--- src/rtl/regfile_bank_32x32.sv ---
// rtl/regfile_bank_32x32.sv - 32 x DATA_W register bank, one handshaked write port, bulk-clear sequencer
module regfile_bank_32x32 #(
  parameter int DATA_W = 32
) (
  input  logic                 clk,
  input  logic                 rst,
  input  logic                 wr_valid,
  output logic                 wr_ready,
  input  logic [4:0]           wr_addr,
  input  logic [DATA_W-1:0]    wr_data,
  input  logic                 clr_req,
  output logic                 busy,
  output logic                 clr_done,
  output logic [32*DATA_W-1:0] q_flat
);

  typedef enum logic {
    IDLE  = 1'b0,
    CLEAR = 1'b1
  } state_t;

  state_t     state;
  logic [4:0] idx;
  logic       wr_fire;
  logic       clr_active;

  assign wr_ready   = (state == IDLE);
  assign busy       = (state == CLEAR);
  assign wr_fire    = wr_valid && wr_ready;
  assign clr_active = (state == CLEAR);

  always_ff @(posedge clk or posedge rst) begin
    if (rst) begin
      state    <= IDLE;
      idx      <= 5'd1;
      clr_done <= 1'b0;
    end else begin
      clr_done <= 1'b0;
      case (state)
        IDLE: begin
          if (clr_req) begin
            state <= CLEAR;
            idx   <= 5'd1;
          end
        end
        CLEAR: begin
          // idx is parked at 1 on exit so it never wraps through 0
          if (idx == 5'd31) begin
            state    <= IDLE;
            idx      <= 5'd1;
            clr_done <= 1'b1;
          end else begin
            idx <= idx + 5'd1;
          end
        end
        default: begin
          state <= IDLE;
          idx   <= 5'd1;
        end
      endcase
    end
  end

  assign q_flat[0 +: DATA_W] = '0;

  // Writes only fire in IDLE and clears only in CLEAR, so the two never collide.
  for (genvar k = 1; k < 32; k++) begin : g_reg
    logic [DATA_W-1:0] r;

    always_ff @(posedge clk or posedge rst) begin
      if (rst) begin
        r <= '0;
      end else if (clr_active && (idx == 5'(k))) begin
        r <= '0;
      end else if (wr_fire && (wr_addr == 5'(k))) begin
        r <= wr_data;
      end
    end

    assign q_flat[k*DATA_W +: DATA_W] = r;
  end

endmodule

--- config.mk ---
export PLATFORM = sky130hd
export DESIGN_NAME = regfile_bank_32x32
export DESIGN_NICKNAME = d
export VERILOG_FILES = /design/src/rtl/regfile_bank_32x32.sv
export SDC_FILE = /design/constraint.sdc
export NUM_CORES = 2
export LEC_CHECK = 0
export CAP_MARGIN = 20
export CORE_AREA = 2 2 421 423
export DETAILED_ROUTE_END_ITERATION = 7
export DIE_AREA = 0 0 423 425
export PLACE_DENSITY = 0.49
export SLEW_MARGIN = 20
export SYNTH_ARGS = -nofsm -noshare
export SYNTH_HDL_FRONTEND = slang
export SYNTH_SLANG_ARGS = --single-unit
--- constraint.sdc ---
create_clock -name clk -period 34.1 [get_ports clk]
set_clock_uncertainty 0.15 [all_clocks]
set_input_delay 6.82 -clock clk [delete_from_list [all_inputs] [get_ports clk]]
set_output_delay 6.82 -clock clk [all_outputs]
set_load 0.01 [all_outputs]
==> run summary <==
From synthesis to final layout, the design area changed by 45.5%. For this run, the leading register cell type out of synthesis is sky130_fd_sc_hd__dfrtp_1. The horizontal die dimension works out to 423 um.

The tools report the final-layout setup total negative slack as 0 ns. The design internal power was 2.36 mW; the total routing resource utilization after global routing was 0.202. For the critical path arrival, the log shows 10.59 ns. The number of buffers added on ports was 1035. After clock tree synthesis, the clock-pin slew on the worst setup and hold paths is 0.06 ns.

Number of buffers created by CTS: 114. The per-instance average area after synthesis is 13.9 sq um. In this run the worst hold path is classified as reg2reg. Number of warnings reported in the yosys synthesis log: 0. By startpoint and endpoint, the worst setup path is classified as in2async.

By area the synthesized netlist is led by sky130_fd_sc_hd__dfrtp_1, sky130_fd_sc_hd__a22o_1, sky130_fd_sc_hd__clkbuf_1. Once detailed placement completed, the half-perimeter wirelength came to 120 mm. Summing internal, switching and leakage power gives 3.38 mW. Entering global routing, the biggest net connects 173 pins. The clock period could shrink to 9.98 ns.

Along the worst path, the maximum fanout reaches 161. Data required time of the worst path: 34.70 ns. Post-synthesis sequential area ratio: 0.677. After detailed routing, the total wire length is 188 mm. Setup violations remaining at the end of the flow were counted as 0.

The synthesized design contains 0 enable-type register cells. Share of power burned in the clock network: 0.388. In this run the standard cell core region covers 175000 sq um. The logs give 46 for the number of library cell types mapped by synthesis and 1068 for the total I/O pin count.

The maximum resistive drop on vdd came out at 0.0416 mV. Buffers inserted to repair hold after CTS numbered 0. Setup repair after global routing left no endpoint under its margin. Sorting the synthesized cells by how often they occur yields sky130_fd_sc_hd__dfrtp_1, sky130_fd_sc_hd__a22o_1, sky130_fd_sc_hd__clkbuf_1. Number of gates resized after CTS: 0. STA classifies the critical path endpoint as an asynchronous set/reset pin. Buffers added to address setup during post-CTS repair amount to 0.

TritonCTS built the clock tree. The effective utilization at floorplan was 0.211. Total power density per cell area: 62.9 nW/um^2.

The tools report the kind of start point of the critical path as a primary input. The via count of the first global-routing pass was 28800; the transition time of the tightest slew-check pin was 1.12 ns. The global-route wire length before repair is 254 mm, and the leakage power summed over all cells is 24.1 nW. The congestion estimate from routability-driven global placement came to 0.777. Root buffer cell: sky130_fd_sc_hd__clkbuf_16. Derived from the worst setup path, the maximum achievable clock frequency is 0.100 GHz. Setup slack on the worst reg-to-reg path comes out at 30.95 ns. Count of antenna-violating nets left after detailed routing: 0. Maximum clock path buffer count: 3. The clock latency at the later pin of the worst-skew pair is 0.76 ns. The flow ran to the end, and the final reports show no timing, DRC or antenna violations. The post-route fraction of the period consumed by the critical path was 0.293; the net count reported at finish was 3625. For the proportion of power drawn by flip-flops and latches, the log shows 0.410. Yosys instantiated no cell more often than sky130_fd_sc_hd__dfrtp_1. The number of placed instances, taps included, is 5801.

Number of optimization iterations in the first detailed-route pass: 5. Detailed routing inserted a total of 29100 vias. sky130_fd_sc_hd__dfrtp_1 takes more of the synthesized area than any other cell. In the final routed layout, each cell accounts on average for 31.3 um. The number of register bits inferred by synthesis is 999, and the overflow left after global routing is 0.

After the first detailed-routing iteration, the DRC count stood at 2438. The H-tree was split into 3 levels. The tools report the synthesized area as 36900 sq um. The tools report the count of endpoints failing hold in the final timing report as 0. Max-cap violations in this run came to 0.

The logs give 0.248 for the tightest slew margin relative to the limit and 999 for the number of sinks driven by the clock tree. The fraction of power spent switching nets came out at 0.300. The cell count after synthesis is 2647, and the switching power is 1.01 mW.

In the routed design, unresolved DRC markers number 0. The final-report max-slew violation count was 0; the share of the synthesized area in the top cell type was 0.677. The fraction of registers with async set or reset after synthesis is 1.00, and the number of antenna violations at the first check in global routing is 17. The number of rows in the core area came out at 154. Share of layout cells above drive strength 1: 0.108. From bottom edge to top edge, the die measures 425 um. The via density per instance works out to 4.84. The run gives 0.202 as the power share of the combinational group. The floorplan step defined a die boundary enclosing 180000 sq um.

Once layout is complete, the cells apart from fillers number 6014.
flip-flops by register name (all words and copies together), names as in the netlist:
name / count
busy: 1
clr_done: 1
g.r: 992
idx: 5
power groups by stage:
stage / Sequential, mW / Clock [mW] / Combinational [mW]
global route: 1.40 / 1.39 / 0.717
floorplan: 1.44 / 0 / 0.216
CTS: 1.38 / 1.34 / 0.692
global placement: 1.40 / 0 / 0.688
finish: 1.39 / 1.31 / 0.682
detailed placement: 1.40 / 0 / 0.691
metrics by stage:
stage | cell area (sq um) | utilization | hold WS [ns] | setup slack (ns)
3_5_place_dp | 49700 | 0.284 | 0.330 | 23.17
6_report | 53700 | 0.306 | 0.344 | 24.12
2_1_floorplan | 37000 | - | 0.374 | 13.37
5_1_grt | 53700 | 0.306 | 0.354 | 23.58
3_3_place_gp | 49700 | 0.283 | 0.332 | 23.17
4_1_cts | 53700 | 0.306 | 0.350 | 24.02
area by class of cell:
class                           instances  area, sq um
Multi-Input combinational cell       1283        10600
Antenna cell                            2         5.00
Clock inverter                         37          528
Clock buffer                          174         3460
Timing Repair Buffer                 1139        11000
Inverter                               40          154
Tap cell                             2340         2930
Fill cell                           17600       122000
Sequential cell                       999        25000
placed cells by master (no fill, tap or decap), types with 3 or more instances in the layout:
cell type / instances
sky130_fd_sc_hd__and2_2: 5
sky130_fd_sc_hd__nand2_1: 35
sky130_fd_sc_hd__o21ai_1: 6
sky130_fd_sc_hd__o21ai_0: 90
sky130_fd_sc_hd__a22o_1: 896
sky130_fd_sc_hd__clkinv_2: 15
sky130_fd_sc_hd__bufinv_16: 9
sky130_fd_sc_hd__conb_1: 32
sky130_fd_sc_hd__nor2b_1: 4
sky130_fd_sc_hd__and4bb_2: 4
sky130_fd_sc_hd__clkbuf_8: 34
sky130_fd_sc_hd__inv_1: 39
sky130_fd_sc_hd__nand2b_1: 3
sky130_fd_sc_hd__and4b_1: 3
sky130_fd_sc_hd__buf_12: 4
sky130_fd_sc_hd__buf_2: 33
sky130_fd_sc_hd__ha_1: 7
sky130_fd_sc_hd__clkbuf_16: 116
sky130_fd_sc_hd__clkbuf_1: 24
sky130_fd_sc_hd__nand4b_1: 5
sky130_fd_sc_hd__clkdlybuf4s50_1: 1002
sky130_fd_sc_hd__nand3_1: 33
sky130_fd_sc_hd__nand4bb_1: 3
sky130_fd_sc_hd__buf_4: 99
sky130_fd_sc_hd__mux2i_1: 34
sky130_fd_sc_hd__nor2_4: 20
sky130_fd_sc_hd__and3_1: 5
sky130_fd_sc_hd__clkinv_4: 4
sky130_fd_sc_hd__and3b_1: 5
sky130_fd_sc_hd__dfrtp_1: 997
sky130_fd_sc_hd__a22oi_2: 26
sky130_fd_sc_hd__o211ai_1: 32
sky130_fd_sc_hd__nor4b_1: 3
sky130_fd_sc_hd__and2_1: 3
kinds of logic (layout without fill, tap and decap cells):
logic type	Yosys count	in the layout	share of synthesized area
AO/OA/AOI/OAI	1058	1058	0.239
flip-flops	999	999	0.677
buffers and inverters	396	1390	0.0473
AND/OR/NAND/NOR	152	152	0.0246
multiplexers	34	34	0.00922
adder cells (fa/ha/maj)	7	7	0.00237
other	1	34	0.000102
critical path, cell delays in order:
cell	delay (ns)
sky130_fd_sc_hd__clkdlybuf4s50_1	0.45
sky130_fd_sc_hd__clkinvlp_4	0.27
sky130_fd_sc_hd__buf_4	0.53
sky130_fd_sc_hd__buf_4	0.75
sky130_fd_sc_hd__buf_12	0.66
sky130_fd_sc_hd__buf_4	0.84
worst paths after layout:
path                                 start         endpoint  depth (start not counted)
min in group asynchronous              rst   g_reg[22].r[9]                          2
max                                    rst   g_reg[7].r[11]                          6
max in group clk                      busy         wr_ready                          2
min reg2reg                g_reg[22].r[16]  g_reg[22].r[16]                          1
min                        g_reg[22].r[16]  g_reg[22].r[16]                          1
max reg2reg                           busy  g_reg[12].r[15]                          3
routing by layer:
layer | up-vias | part of all wire | global-route usage | wire length [um]
met5 | - | 0.00021 | 0 | 40
met4 | 6 | 0.049 | 0.0907 | 9150
met3 | 365 | 0.072 | 0.0501 | 13500
met2 | 1475 | 0.48 | 0.334 | 90600
met1 | 15500 | 0.40 | 0.248 | 74900
li1 | 11800 | - | - | -
Note: power is estimated with default switching activity, not from simulation.
